===== src/rtl/zb_probe_router_if.sv =====
// Probe-router bus: serial config, probe inputs, read-out handshake and status.
// The router owns the out* signals; whoever drives stimulus owns the in* signals.
interface zb_probe_router_if #(
    parameter int NUM_CH = 8,
    parameter int WIDTH  = 4
);
    logic                      inCfgShift;
    logic                      inCfgData;
    logic                      inCfgLoad;
    logic [NUM_CH*WIDTH-1:0]   inProbe;
    logic [NUM_CH-1:0]         inProbeValid;
    logic                      inReadEnable;
    logic [WIDTH-1:0]          outData;
    logic                      outValid;
    logic                      outEmpty;
    logic                      outFull;
    logic                      outDone;
    logic                      outCfgEcho;

    modport master (
        output inCfgShift, inCfgData, inCfgLoad, inProbe, inProbeValid, inReadEnable,
        input  outData, outValid, outEmpty, outFull, outDone, outCfgEcho
    );

    modport slave (
        input  inCfgShift, inCfgData, inCfgLoad, inProbe, inProbeValid, inReadEnable,
        output outData, outValid, outEmpty, outFull, outDone, outCfgEcho
    );
endinterface


===== src/rtl/zb_probe_router.sv =====
// Test probe router: picks one of NUM_CH probe buses under a serially loaded config and
// either mirrors it live (registered) or captures DEPTH qualified samples for read-out.
module zb_probe_router #(
    parameter int NUM_CH = 8,
    parameter int WIDTH  = 4,
    parameter int DEPTH  = 16
) (
    input  logic              inClock,
    input  logic              inReset,
    zb_probe_router_if.slave  prb
);
    localparam int SELW  = $clog2(NUM_CH);
    localparam int CFG_W = 2 + SELW;
    localparam int PTRW  = $clog2(DEPTH);
    localparam int CNTW  = PTRW + 1;
    localparam logic [SELW:0] NUM_CH_W = (SELW+1)'(NUM_CH);

    typedef enum logic [1:0] {
        MODE_OFF     = 2'b00,
        MODE_OBSERVE = 2'b01,
        MODE_CAPTURE = 2'b10,
        MODE_RSVD    = 2'b11
    } mode_e;

    typedef enum logic [1:0] {ST_IDLE, ST_ARMED, ST_FILL, ST_DONE} state_e;

    logic [CFG_W-1:0] shadow_q, shadow_d;
    logic [CFG_W-1:0] cfg_q, cfg_d;
    state_e           state_q, state_d;
    logic [PTRW-1:0]  wr_ptr_q, wr_ptr_d;
    logic [PTRW-1:0]  rd_ptr_q, rd_ptr_d;
    logic [CNTW-1:0]  count_q, count_d;
    logic [WIDTH-1:0] data_q, data_d;
    logic             valid_q, valid_d;
    logic [WIDTH-1:0] mem [DEPTH];

    mode_e            mode;
    logic [SELW-1:0]  sel_raw, sel_eff;
    logic [WIDTH-1:0] ch_data;
    logic             ch_valid;
    logic             load;
    logic             wr_en, rd_en;

    assign load    = prb.inCfgLoad;
    assign mode    = mode_e'(cfg_q[CFG_W-1 -: 2]);
    assign sel_raw = cfg_q[SELW-1:0];
    assign sel_eff = ({1'b0, sel_raw} < NUM_CH_W) ? sel_raw : '0;

    // NOTE: every variable written in always_comb gets a default first, so no path can infer a latch.
    always_comb begin
        ch_data  = '0;
        ch_valid = 1'b0;
        for (int k = 0; k < NUM_CH; k++) begin
            if (sel_eff == SELW'(k)) begin
                ch_data  = prb.inProbe[k*WIDTH +: WIDTH];
                ch_valid = prb.inProbeValid[k];
            end
        end
    end

    // A load in the same cycle as a shift commits the pre-shift shadow.
    always_comb begin
        shadow_d = shadow_q;
        if (prb.inCfgShift) shadow_d = {shadow_q[CFG_W-2:0], prb.inCfgData};
        cfg_d = load ? shadow_q : cfg_q;
    end

    // NOTE: sequential state uses non-blocking assignments only, so every flop samples pre-edge values.
    always_ff @(posedge inClock or negedge inReset) begin
        if (!inReset) state_q <= ST_IDLE;
        else          state_q <= state_d;
    end

    always_comb begin
        state_d = state_q;
        if (load) begin
            state_d = (mode_e'(shadow_q[CFG_W-1 -: 2]) == MODE_CAPTURE) ? ST_ARMED : ST_IDLE;
        end else begin
            case (state_q)
                ST_ARMED: if (ch_valid) state_d = ST_FILL;
                ST_FILL:  if (ch_valid && count_q == CNTW'(DEPTH-1)) state_d = ST_DONE;
                default:  ;
            endcase
        end
    end

    // Load takes priority over any write or read landing in the same cycle.
    always_comb begin
        wr_en   = !load && (state_q == ST_ARMED || state_q == ST_FILL) && ch_valid;
        rd_en   = !load && (state_q == ST_DONE) && prb.inReadEnable && (count_q != '0);
        data_d  = data_q;
        valid_d = 1'b0;
        if (load) begin
            data_d = '0;
        end else begin
            case (mode)
                MODE_OBSERVE: begin
                    data_d  = ch_data;
                    valid_d = ch_valid;
                end
                MODE_CAPTURE: begin
                    if (rd_en) begin
                        data_d  = mem[rd_ptr_q];
                        valid_d = 1'b1;
                    end
                end
                default: data_d = '0;
            endcase
        end
    end

    always_comb begin
        wr_ptr_d = load ? '0 : wr_ptr_q + PTRW'(wr_en);
        rd_ptr_d = load ? '0 : rd_ptr_q + PTRW'(rd_en);
        count_d  = load ? '0 : count_q + CNTW'(wr_en) - CNTW'(rd_en);
    end

    always_ff @(posedge inClock or negedge inReset) begin
        if (!inReset) begin
            shadow_q <= '0;
            cfg_q    <= '0;
            wr_ptr_q <= '0;
            rd_ptr_q <= '0;
            count_q  <= '0;
            data_q   <= '0;
            valid_q  <= 1'b0;
        end else begin
            shadow_q <= shadow_d;
            cfg_q    <= cfg_d;
            wr_ptr_q <= wr_ptr_d;
            rd_ptr_q <= rd_ptr_d;
            count_q  <= count_d;
            data_q   <= data_d;
            valid_q  <= valid_d;
        end
    end

    // NOTE: the capture buffer has no reset; count/pointers define which entries are meaningful.
    always_ff @(posedge inClock) begin
        if (wr_en) mem[wr_ptr_q] <= ch_data;
    end

    assign prb.outData    = data_q;
    assign prb.outValid   = valid_q;
    assign prb.outEmpty   = (count_q == '0);
    assign prb.outFull    = (count_q == CNTW'(DEPTH));
    assign prb.outDone    = (state_q == ST_DONE);
    assign prb.outCfgEcho = shadow_q[CFG_W-1];
endmodule


===== src/flat_wrapper.sv =====
// flat-port wrapper written by rule: the top's interface ports become plain ports
module zb_probe_router_flat 
#(
    parameter int NUM_CH = 8,
    parameter int WIDTH  = 4,
    parameter int DEPTH  = 16
)
  (inClock, inReset, prb_inCfgShift, prb_inCfgData, prb_inCfgLoad, prb_inProbe, prb_inProbeValid, prb_inReadEnable, prb_outData, prb_outValid, prb_outEmpty, prb_outFull, prb_outDone, prb_outCfgEcho);
  zb_probe_router_if #(.NUM_CH(NUM_CH), .WIDTH(WIDTH)) prb_i ();
  input  logic inClock;
  input  logic inReset;
  input wire logic [$bits(prb_i.inCfgShift)-1:0] prb_inCfgShift;
  input wire logic [$bits(prb_i.inCfgData)-1:0] prb_inCfgData;
  input wire logic [$bits(prb_i.inCfgLoad)-1:0] prb_inCfgLoad;
  input wire logic [$bits(prb_i.inProbe)-1:0] prb_inProbe;
  input wire logic [$bits(prb_i.inProbeValid)-1:0] prb_inProbeValid;
  input wire logic [$bits(prb_i.inReadEnable)-1:0] prb_inReadEnable;
  output wire logic [$bits(prb_i.outData)-1:0] prb_outData;
  output wire logic [$bits(prb_i.outValid)-1:0] prb_outValid;
  output wire logic [$bits(prb_i.outEmpty)-1:0] prb_outEmpty;
  output wire logic [$bits(prb_i.outFull)-1:0] prb_outFull;
  output wire logic [$bits(prb_i.outDone)-1:0] prb_outDone;
  output wire logic [$bits(prb_i.outCfgEcho)-1:0] prb_outCfgEcho;
  assign prb_i.inCfgShift = prb_inCfgShift;
  assign prb_i.inCfgData = prb_inCfgData;
  assign prb_i.inCfgLoad = prb_inCfgLoad;
  assign prb_i.inProbe = prb_inProbe;
  assign prb_i.inProbeValid = prb_inProbeValid;
  assign prb_i.inReadEnable = prb_inReadEnable;
  assign prb_outData = prb_i.outData;
  assign prb_outValid = prb_i.outValid;
  assign prb_outEmpty = prb_i.outEmpty;
  assign prb_outFull = prb_i.outFull;
  assign prb_outDone = prb_i.outDone;
  assign prb_outCfgEcho = prb_i.outCfgEcho;
  zb_probe_router #(.NUM_CH(NUM_CH), .WIDTH(WIDTH), .DEPTH(DEPTH)) u_core (.inClock(inClock), .inReset(inReset), .prb(prb_i));
endmodule

===== config.mk =====
export PLATFORM = sky130hd
export DESIGN_NAME = zb_probe_router_flat
export DESIGN_NICKNAME = d
export VERILOG_FILES = /design/src/rtl/zb_probe_router_if.sv /design/src/rtl/zb_probe_router.sv /design/src/flat_wrapper.sv
export SDC_FILE = /design/constraint.sdc
export NUM_CORES = 1
export LEC_CHECK = 0
export ABC_AREA = 1
export CAP_MARGIN = 20
export CORE_MARGIN = 2
export CORE_UTILIZATION = 62
export CTS_BUF_LIST = sky130_fd_sc_hd__clkbuf_4
export DETAILED_ROUTE_END_ITERATION = 16
export PLACE_DENSITY = 0.94
export SYNTH_ARGS = -nofsm -noshare
export SYNTH_HDL_FRONTEND = slang
export SYNTH_SLANG_ARGS = --single-unit

===== constraint.sdc =====
create_clock -name inClock -period 5.1 [get_ports inClock]
set_input_delay 1.02 -clock inClock [delete_from_list [all_inputs] [get_ports inClock]]
set_output_delay 1.02 -clock inClock [all_outputs]
set_load 0.05 [all_outputs]

## Word-level counts from Yosys, hierarchy flattened

Memory sizes are Yosys's and may differ from the RTL's.
Cells that the tools add are included.

- Reductions and logical operators: 13
- Mux-type cells: 32
- $add $sub $neg: 4
- Equal/unequal tests: 18

Operators with widths:

| operator | number |
|---|---|
| two-way mux 4 bit | 12 |
| two-way mux 1 bit | 13 |
| == test 3 bit (second input constant) | 4 |
| != test 3 x 2 -> 1 bit (second input constant) | 3 |
| adder 4 x 1 -> 4 bit | 2 |
| == test 2 bit (second input constant) | 4 |
| case mux 4 bit (2 select lines) | 1 |
| == test 3 x 2 -> 1 bit (second input constant) | 2 |
| logical AND 1 bit | 6 |
| two-way mux 2 bit | 3 |
| adder 5 x 1 -> 5 bit | 1 |
| == test 5 x 4 -> 1 bit (second input constant) | 1 |
| == test 5 bit (second input constant) | 1 |
| logical NOT 5 bit | 1 |
| two-way mux 5 bit | 1 |
| nonzero test 5 bit | 1 |
| subtractor 5 x 1 -> 5 bit | 1 |
| == test 2 x 1 -> 1 bit (second input constant) | 2 |
| case mux 2 bit (2 select lines) | 1 |
| == test 3 x 1 -> 1 bit (second input constant) | 1 |
| logical NOT 3 bit | 1 |
| AND reduction 3 bit | 1 |
| nonzero test 3 bit | 1 |
| case mux 1 bit (2 select lines) | 1 |
| 2 further kinds | 2 |

- Memories: 1
- Word-level logic and storage cells: 76
- Bits in writable memories: 64
- Output and inout port bits: 9
- Bits of input ports: 46
- Register bits after elaboration: 30

Memories:

| memory | depth | bits a word | rd ports | clocked after Yosys merged registers in | write ports | line | text |
|---|---|---|---|---|---|---|---|
| u_core.mem | 16 | 4 | 1 | 0 | 1 | zb_probe_router.sv:35 | `logic [WIDTH-1:0] mem [DEPTH];` |

## Depth between registers and ports, before layout

Gate-level depths: netlist (run 1).

- Word-level depth: 13
- Gate-level depth with buffers: 17
- Mapped depth without buffers: 16

## Worst setup path before layout (run 1)

Ideal clock, no wire load.

- Path type: input -> register
- From: in prb_inCfgLoad
- To: reg u_core.count_q[4]
- Setup time: 0.132 ns
- Setup slack: 2.261 ns
- Required time: 4.968 ns
- Arrival: 2.707 ns
- Stages on the path: 14
- Path buffers: 0
- Cell sequence: clkinv_1 nand4_1 inv_1 ha_1 inv_1 ha_1 inv_1 fa_1 inv_1 a21oi_1 nor2_1 nor2_1 xor2_1 nor2_1

- Word-level cells in the longest chain between the ends: 6
- Elaborated cells between the ends (all ways): 9
- Classes of those cells: add/sub (2); mux (1); reduce/logical (6)

RTL lines:

| item | line | text |
|---|---|---|
| start, declared | flat_wrapper.sv:14 | `input wire logic [$bits(prb_i.inCfgLoad)-1:0] prb_inCfgLoad;` |
| logical NOT 1 bit | zb_probe_router.sv:89, zb_probe_router.sv:90 |  |
| logical AND 1 bit (on tied branches) (2 in series) | zb_probe_router.sv:89, zb_probe_router.sv:90 |  |
| adder 5 x 1 -> 5 bit or logical AND 1 bit (tied branches) | zb_probe_router.sv:115, zb_probe_router.sv:90 |  |
| subtractor 5 x 1 -> 5 bit | zb_probe_router.sv:115 | `count_d = load ? '0 : count_q + CNTW'(wr_en) - CNTW'(rd_en);` |
| two-way mux 5 bit * | zb_probe_router.sv:115 |  |
| via u_core.count_d[4] | zb_probe_router.sv:32 | `logic [CNTW-1:0] count_q, count_d;` |
| end signal, assigned | zb_probe_router.sv:132 | `count_q <= count_d;` |
| end, declared | zb_probe_router.sv:32 |  |

Mark *: on every way through the listed nets, which the timed path passes. The rest lies on a longest branch.
A chain may end at the register's enable or synchronous reset.

## Worst setup path after layout (run 1)

Same ends and word-level chain as after synthesis.

==> flow_metrics.py, run 1 <==
metrics = {
    "layout": {
        "syn_to_final_growth_pct": 16.8,
        "final_cells": 629,
        "final_cell_mix": "nor2_1 (89), nand2_1 (77), edfxtp_1 (64)",
        "drive_above_1_share_pct": 7.17,
        "nFillCells": 485,
        "nNetsFinal": 588,
        "antenna_cells": 0,
        "layout_commonest_cell": "nor2_1",
    },
    "global_route": {
        "gr-max-usage-layer": "met2",
        "grt_pass1_vias": 3584,
        "use_met3_pct": 5.34,
        "grt_use_total_pct": 27.1,
        "grt_pass1_wl_um": 17200,
        "antenna_found_initial": 0,
        "grtUsageMet1_pct": 33.6,
        "grt_overflow": 0,
        "use_met2_pct": 47.4,
        "grt_max_degree": 35,
    },
    "timing": {
        "final-hold-violation-count": 0,
        "worstMarginPinSlew_ns": 0.849,
        "grt_setup_unrepaired": "no",
        "setup_viol": 0,
        "final-max-slew-violation-count": 0,
        "fin_setup_tns_ns": 0,
        "slew_headroom_pct": 43.4,
        "fmax_mhz": 295,
        "fin_worst_skew_ns": 0.0111,
        "period_minus_slack_ns": 3.39,
        "post-route-period-util_pct": 66.5,
        "timing.hold.ws_ns": 0.501,
    },
    "drt": {
        "routed_wl_um": 10500,
        "drtAntennaViolNets": 0,
        "drt-vias-per-instance": 5.83,
        "drt-wirelength-per-cell_um": 16.7,
        "drtPass1Iterations": 5,
        "vias": 3668,
        "remaining_drc_errors": 0,
        "drt_iter0_drc": 302,
    },
    "clocking": {
        "cts_htree_levels": 3,
        "clock_latency_ns": 0.46,
        "cts_root_buffer": "clkbuf_4",
        "ctsHoldBuffers": 0,
        "cts_setup_buffers": 0,
        "clkTransAtPathRegs_ns": 0.14,
        "numCtsBuffers": 9,
        "clock-sinks": 94,
        "cts.path.max_buffers": 2,
        "cts_tree": "done",
        "cts_resized": 0,
    },
    "die": {
        "num_io_pins": 55,
        "core-area_um2": 7250,
        "die-area_um2": 8180,
        "std_cell_rows": 31,
        "start_util_pct": 63.8,
        "die_h_um": 90.4,
        "fp.dieW_um": 90.4,
    },
    "logic_synthesis": {
        "synth_area_leaders": "edfxtp_1 (42%), dfrtp_1 (16%), nor2_1 (7.2%), nand2_1 (6.2%), o21ai_0 (5.3%)",
        "yosysWarningCount": 0,
        "yosysTopAreaCell": "edfxtp_1",
        "async_flop_share_pct": 31.9,
        "seq_area_frac_synth_pct": 57.7,
        "synth_seq_cells": 94,
        "synth_top_flop_cell": "edfxtp_1",
        "synth_area_um2": 4630,
        "synth-edff-count": 64,
        "netlist_instances": 472,
        "post_synth.cell_area_avg_um2": 9.81,
        "syn_nets": 535,
        "yosys.area.top_type_share_pct": 41.5,
        "yosys.cell_types.count": 35,
    },
    "power_and_ir_drop": {
        "peakVddDrop_mv": 0.343,
        "leakage_nw": 2.18,
        "power_density_nw_per_um2": 346,
    },
    "placement": {
        "place_congestion": 0.866,
        "dp.cells": 613,
        "io_buffers": 54,
        "post-dp-hpwl_um": 7330,
    },
    "critical_path": {
        "cp-end-kind": "flop",
        "cp-start-kind": "primary input",
        "worstPathArrival_ns": 3.78,
        "criticalPathCategory": "in -> reg",
        "cp.required_ns": 5.49,
        "critPathMaxFanout": 22,
    },
    "flow_run": {
        "max_cap_viol_count": 0,
    },
    "min_path": {
        "hold_class": "reg -> reg",
    },
    "status": {
        "outcome": "finished clean",
    },
}
==> sequential cells by signal (all words and copies together) (netlist names) <==
name / flops
u_core.shadow_q: 5
u_core.mem: 64
u_core.prb.outValid: 1
u_core.count_q: 5
u_core.wr_ptr_q: 4
u_core.rd_ptr_q: 4
u_core.state_q: 2
u_core.prb.outData: 4
u_core.cfg_q: 5
==> layout make-up <==
| class | instances | area [um2] | area share, % |
|---|---|---|---|
| multi-input cells | 317 | 1700 | 31.5 |
| well taps | 99 | 124 | 2.29 |
| repair buffers | 58 | 571 | 10.6 |
| clock inverters | 7 | 97.6 | 1.81 |
| inverters | 45 | 174 | 3.22 |
| flip-flops and latches | 94 | 2670 | 49.4 |
| clock buffers | 9 | 67.6 | 1.25 |
==> cell usage after synthesis (10+ instances only) <==
| library cell | number |
|---|---|
| inv_1 | 41 |
| nand2_1 | 77 |
| o211ai_1 | 13 |
| dfrtp_1 | 30 |
| ha_1 | 16 |
| clkbuf_1 | 12 |
| edfxtp_1 | 64 |
| a21oi_1 | 13 |
| nor2_1 | 89 |
| nand3_1 | 22 |
| nand4_1 | 10 |
| o21ai_0 | 49 |
==> worst paths after layout <==
path	to	cells past startpoint	slack, ns	start
worst max-delay path	u_core.count_q[4]	16	1.71	prb_inCfgLoad
max in group asynchronous	u_core.wr_ptr_q[2]	2	3.89	inReset
worst max register to register	u_core.count_q[4]	15	2.25	u_core.cfg_q[0]
worst min register to register	u_core.cfg_q[2]	2	0.50	u_core.shadow_q[2]
min in group asynchronous	u_core.count_q[0]	2	0.93	inReset
worst min-delay path	u_core.cfg_q[2]	2	0.50	u_core.shadow_q[2]
==> through the flow <==
stage / power (mW) / setup WS [ns] / area (um2) / utilization, %
CTS: 1.87 / 1.71 / 5410 / 74.5
finish: 1.87 / 1.71 / 5410 / 74.5
detailed placement: 1.43 / 1.25 / 5240 / 72.3
global route: 1.96 / 1.58 / 5410 / 74.5
global placement: 1.40 / 1.37 / 5240 / 72.3
floorplan: 1.27 / 2.26 / 4630 / -
==> power by group <==
group	internal, mW	switching [mW]	leakage (nW)
sequential	0.898	0.0362	0.971
combinational	0.167	0.315	1.12
clock	0.201	0.256	0.0842
total	1.27	0.608	2.18
==> worst max-delay path, cell delays in order <==
cell and delay (ns):
clkdlybuf4s50_1 0.45, buf_4 0.22, clkinv_1 0.32, nand4_1 0.24, inv_1 0.10, ha_1 0.30
inv_1 0.06, ha_1 0.13, inv_1 0.06, fa_1 0.36, inv_1 0.09, a21oi_1 0.07
nor2_1 0.08, nor2_1 0.05, xor2_1 0.13, nor2_1 0.10
==> cell families (layout without fill, tap and decap cells) <==
kind of cell / Yosys count / after routing / share of synthesized area (%)
AND/OR/NAND/NOR: 214 / 214 / 21.1
flip-flops: 94 / 94 / 57.7
AO/OA/AOI/OAI: 83 / 83 / 10.2
buffers and inverters: 61 / 119 / 5.57
adder cells (fa/ha/maj): 17 / 17 / 4.76
XOR/XNOR: 2 / 2 / 0.378
multiplexers: 1 / 1 / 0.243
==> per-layer routing <==
metal  share of wire [%]  wire length [um]
met1                  38              4000
met2                  52              5450
met3                 7.5               788
met4                 2.6               278
met5                   0                 0
Power figures use the tool's default switching activity.
==> run 2, diff against run 1 <==
--- a/config.mk
+++ b/config.mk
@@ -8,10 +8,10 @@
 export ABC_AREA = 1
 export CAP_MARGIN = 20
 export CORE_MARGIN = 2
-export CORE_UTILIZATION = 62
+export CORE_UTILIZATION = 52
 export CTS_BUF_LIST = sky130_fd_sc_hd__clkbuf_4
 export DETAILED_ROUTE_END_ITERATION = 16
-export PLACE_DENSITY = 0.94
+export PLACE_DENSITY = 0.85
 export SYNTH_ARGS = -nofsm -noshare
 export SYNTH_HDL_FRONTEND = slang
 export SYNTH_SLANG_ARGS = --single-unit
==> constraint.sdc (replaced) <==
create_clock -name inClock -period 3.1 [get_ports inClock]
set_input_delay 0.62 -clock inClock [delete_from_list [all_inputs] [get_ports inClock]]
set_output_delay 0.62 -clock inClock [all_outputs]
set_load 0.05 [all_outputs]
==> flow_metrics.py, run 2 (synthesis results as in run 1) <==
metrics = {
    "clocking": {
        "clock_latency_ns": 0.47,
        "clock-sinks": 94,
        "ctsHoldBuffers": 0,
        "cts.path.max_buffers": 2,
        "cts_resized": 0,
        "cts_htree_levels": 3,
        "numCtsBuffers": 9,
        "cts_root_buffer": "clkbuf_4",
        "clkTransAtPathRegs_ns": 0.16,
        "cts_setup_buffers": 0,
        "cts_tree": "done",
    },
    "critical_path": {
        "worstPathArrival_ns": 2.17,
        "cp-end-kind": "output port",
        "regToRegSetupSlack_ns": 0.48,
        "criticalPathCategory": "reg -> out",
        "cp.required_ns": 2.48,
        "cp-start-kind": "flop",
        "critPathMaxFanout": 3,
    },
    "drt": {
        "wl_met1_um": 4150,
        "drtAntennaViolNets": 0,
        "remaining_drc_errors": 0,
        "drt-wirelength-per-cell_um": 15.6,
        "wl_met2_um": 5120,
        "vias": 3564,
        "drt_iter0_drc": 284,
        "wl_met3_um": 574,
        "drtPass1Iterations": 5,
        "drt-vias-per-instance": 5.53,
        "routed_wl_um": 10100,
        "highest_layer": "met4",
    },
    "timing": {
        "final-hold-violation-count": 0,
        "fin_setup_tns_ns": 0,
        "worstMarginPinSlew_ns": 0.922,
        "final-max-slew-violation-count": 0,
        "fin_worst_skew_ns": 0.0122,
        "slew_headroom_pct": 38.4,
        "fmax_mhz": 358,
        "grt_setup_unrepaired": "no",
        "setup_viol": 0,
        "period_minus_slack_ns": 2.79,
        "post-route-period-util_pct": 90.1,
    },
    "die": {
        "start_util_pct": 53.4,
        "die_h_um": 98.4,
        "fp.dieW_um": 98.4,
        "die-area_um2": 9680,
        "core-area_um2": 8680,
        "num_io_pins": 55,
        "std_cell_rows": 34,
    },
    "placement": {
        "dp.cells": 628,
        "io_buffers": 54,
        "post-dp-hpwl_um": 7230,
        "place_congestion": 0.903,
    },
    "layout": {
        "syn_to_final_growth_pct": 17.4,
        "regMostFlops": "u_core.mem",
        "final_cells": 644,
        "final_cell_mix": "nor2_1 (89), nand2_1 (77), edfxtp_1 (64)",
        "finish.utilization_pct": 62.7,
        "nNetsFinal": 594,
        "antenna_cells": 0,
        "layout_commonest_cell": "nor2_1",
        "drive_above_1_share_pct": 8.40,
        "largest_register_ffs": 64,
    },
    "power_and_ir_drop": {
        "p_sw_share_pct": 34.7,
        "seqPwrFrac_pct": 51.1,
        "p_clk_share_pct": 22.1,
        "peakVddDrop_mv": 0.506,
        "power_density_nw_per_um2": 552,
        "switchingPower_mw": 1.04,
        "power_frac_comb_pct": 26.9,
        "leakage_nw": 2.20,
        "p_int_mw": 1.96,
    },
    "global_route": {
        "grt_pass1_vias": 3582,
        "grt_pass1_wl_um": 16900,
        "antenna_found_initial": 0,
        "grt_overflow": 0,
        "grt_max_degree": 34,
        "grt_use_total_pct": 22.1,
    },
    "flow_run": {
        "max_cap_viol_count": 0,
    },
    "min_path": {
        "hold_class": "in -> async",
    },
    "status": {
        "outcome": "finished clean",
    },
}
==> run 2: worst paths after layout <==
path | start | cells after the start | endpoint
max | u_core.count_q[2] | 5 | prb_outFull
max in group asynchronous | inReset | 2 | u_core.state_q[0]
min | inReset | 2 | u_core.rd_ptr_q[3]
max reg2reg | u_core.cfg_q[1] | 15 | u_core.count_q[4]
min reg2reg | u_core.prb.outData[2] | 2 | u_core.prb.outData[2]
min in group inClock | u_core.prb.outData[2] | 2 | u_core.prb.outData[2]
==> run 2: layout make-up <==
class / count / area (um2)
sequential: 94 / 2670
multi-input combinational: 317 / 1700
tap: 108 / 135
inverter: 45 / 174
clock buffer: 9 / 67.6
timing repair buffer: 64 / 616
clock inverter: 7 / 72.6
fill: 686 / 3240
==> run 2: critical path: stages, from the launching register on <==
cell and delay (ns):
dfrtp_1 0.44, inv_1 0.09, ha_1 0.17, nand3_1 0.09, nor2_1 0.10, clkdlybuf4s50_1 0.81
==> run 2: routing by layer <==
metal	vias up	global-route usage, %
li1	1723	-
met1	1706	27.7
met2	114	37.8
met3	21	5.80
met4	0	7.06
met5	-	0
==> run 2: power by group through the flow <==
stage          clock (mW)  sequential, mW  combinational, mW
6_report            0.663            1.53              0.806
5_1_grt             0.725            1.54              0.897
4_1_cts             0.668            1.53              0.809
3_5_place_dp            0            1.56              0.803
3_3_place_gp            0            1.56              0.774
2_1_floorplan           0            1.57              0.516
==> run 2: metrics by stage <==
stage	setup WS, ns	hold WS, ns	cell area, um2	power (mW)
final	0.306	0.509	5440	3.00
after CTS	0.279	0.511	5440	3.01
after floorplan	0.591	0.324	4630	2.09
after global placement	0.265	0.462	5300	2.33
after global routing	0.176	0.516	5440	3.17
after detailed placement	0.144	0.481	5300	2.36
==> run 3, diff against run 2 <==
--- a/config.mk
+++ b/config.mk
@@ -8,10 +8,11 @@
 export ABC_AREA = 1
 export CAP_MARGIN = 20
 export CORE_MARGIN = 2
-export CORE_UTILIZATION = 52
-export CTS_BUF_LIST = sky130_fd_sc_hd__clkbuf_4
+export CORE_UTILIZATION = 50
+export CTS_BUF_LIST = sky130_fd_sc_hd__clkbuf_16
 export DETAILED_ROUTE_END_ITERATION = 16
-export PLACE_DENSITY = 0.85
+export PLACE_DENSITY = 0.82
+export RECOVER_POWER = 50
 export SYNTH_ARGS = -nofsm -noshare
 export SYNTH_HDL_FRONTEND = slang
 export SYNTH_SLANG_ARGS = --single-unit
==> flow_metrics.py, run 3 (synthesis results as in run 1) <==
metrics = {
    "drt": {
        "drt_iter0_drc": 238,
        "wl_met1_um": 4260,
        "wl_met3_um": 550,
        "vias": 3606,
        "drtAntennaViolNets": 0,
        "drt-vias-per-instance": 5.57,
        "drt-wirelength-per-cell_um": 16.1,
        "wl_met2_um": 5350,
        "highest_layer": "met4",
        "drtPass1Iterations": 5,
        "remaining_drc_errors": 0,
        "routed_wl_um": 10400,
    },
    "timing": {
        "fin_worst_skew_ns": 0.00954,
        "final-hold-violation-count": 0,
        "period_minus_slack_ns": 2.74,
        "setup_ws_ns": 0.361,
        "final-max-slew-violation-count": 31,
        "slew_headroom_pct": -9.73,
        "post-route-period-util_pct": 88.4,
        "timing.hold.ws_ns": 0.485,
        "worstMarginPinSlew_ns": 1.65,
        "grt_setup_unrepaired": "no",
        "fmax_mhz": 365,
        "fin_setup_tns_ns": 0,
        "setup_viol": 0,
    },
    "placement": {
        "io_buffers": 54,
        "dp.cells": 631,
        "post-dp-hpwl_um": 7170,
        "post-place-ws_ns": 0.148,
        "place_congestion": 0.853,
        "dpl-instance-area_um2": 5300,
    },
    "power_and_ir_drop": {
        "power_frac_comb_pct": 23.2,
        "p_sw_share_pct": 30.4,
        "peakVddDrop_mv": 0.449,
        "p_clk_share_pct": 31.9,
        "power_mw": 3.42,
        "leakage_nw": 2.26,
        "p_int_mw": 2.38,
        "power_density_nw_per_um2": 613,
        "seqPwrFrac_pct": 44.9,
        "switchingPower_mw": 1.04,
    },
    "clocking": {
        "clock_latency_ns": 0.34,
        "cts_root_buffer": "clkbuf_16",
        "cts.path.max_buffers": 2,
        "numCtsBuffers": 9,
        "clock-sinks": 94,
        "clkTransAtPathRegs_ns": 0.07,
        "cts_resized": 0,
        "cts_tree": "done",
        "ctsHoldBuffers": 0,
        "cts_htree_levels": 3,
        "cts_setup_buffers": 0,
    },
    "global_route": {
        "grt_max_degree": 34,
        "grt_pass1_vias": 3600,
        "grt_use_total_pct": 22.3,
        "antenna_found_initial": 0,
        "grt_pass1_wl_um": 17400,
        "grt_overflow": 0,
    },
    "critical_path": {
        "critPathMaxFanout": 8,
        "worstPathArrival_ns": 2.93,
        "worst_r2r_endpoint": "u_core.count_q[4]",
        "r2r_cells": 15,
        "cp.required_ns": 3.29,
        "regToRegSetupSlack_ns": 0.36,
        "criticalPathCategory": "reg -> reg",
        "cp-end-kind": "flop",
        "cp-start-kind": "flop",
        "r2r_start": "u_core.cfg_q[1]",
    },
    "die": {
        "start_util_pct": 50.8,
        "std_cell_rows": 35,
        "num_io_pins": 55,
        "die-area_um2": 10000,
        "die_h_um": 100,
        "core-area_um2": 9110,
        "fp.dieW_um": 100,
    },
    "layout": {
        "drive_above_1_share_pct": 7.28,
        "seq_area_um2": 2670,
        "nNetsFinal": 594,
        "largest_register_ffs": 64,
        "syn_to_final_growth_pct": 20.6,
        "fin_area_um2": 5580,
        "multi_input_area_um2": 1700,
        "finish.utilization_pct": 61.3,
        "final_cells": 647,
        "nFillCells": 747,
        "antenna_cells": 0,
        "regMostFlops": "u_core.mem",
        "layout_commonest_cell": "nor2_1",
        "final_cell_mix": "nor2_1 (89), nand2_1 (77), edfxtp_1 (64)",
    },
    "min_path": {
        "hold_class": "reg -> reg",
        "min_to": "u_core.cfg_q[0]",
        "worstHoldPathCells": 2,
        "holdCritStartpoint": "u_core.shadow_q[0]",
    },
    "status": {
        "outcome": "complete, but fails checks",
        "violations": "max-capacitance violations, max-slew violations",
    },
    "flow_run": {
        "max_cap_viol_count": 1,
    },
}
## run 3: power groups by stage
stage	clock [mW]	combinational [mW]	sequential (mW)
final	1.09	0.793	1.54
after floorplan	0	0.516	1.57
after CTS	1.10	0.809	1.53
after detailed placement	0	0.802	1.56
after global routing	1.15	0.883	1.55
after global placement	0	0.776	1.56
## run 3: routing by layer
layer / vias to the layer above / track usage [%]
met1: 1715 / 28.4
met2: 133 / 38.1
met5: - / 0
met3: 26 / 3.20
li1: 1732 / -
met4: 0 / 9.91
## run 3: area by class of cell
type | instances | share of cell area, %
Clock inverter | 7 | 1.37
Multi-Input combinational cell | 317 | 30.5
Inverter | 45 | 3.11
Tap cell | 111 | 2.49
Clock buffer | 9 | 4.03
Timing Repair Buffer | 64 | 10.7
Sequential cell | 94 | 47.9
## run 3: how the worst max path moves through the flow
| stage | from | endpoint | slack, ns |
|---|---|---|---|
| after floorplan | u_core.state_q[0] | u_core.count_q[4] | 0.59 |
| after CTS | u_core.cfg_q[1] | u_core.count_q[4] | 0.43 |
| final | u_core.cfg_q[1] | u_core.count_q[4] | 0.36 |
| after detailed placement | prb_inCfgLoad | u_core.count_q[4] | 0.15 |
| after global routing | u_core.cfg_q[1] | u_core.count_q[4] | 0.11 |
| after global placement | prb_inCfgLoad | u_core.count_q[4] | 0.26 |
## run 3: worst max-delay path: stages (launching register included)
cell and delay (ns):
dfrtp_1 0.60, inv_4 0.11, nor3_4 0.37, a21oi_2 0.07
nand4_2 0.17, nand3_4 0.11, nor2_8 0.10, ha_1 0.14
inv_1 0.06, fa_1 0.36, inv_1 0.10, a21oi_1 0.08
nor2_1 0.09, nor2_1 0.06, xor2_1 0.12, nor2_1 0.06
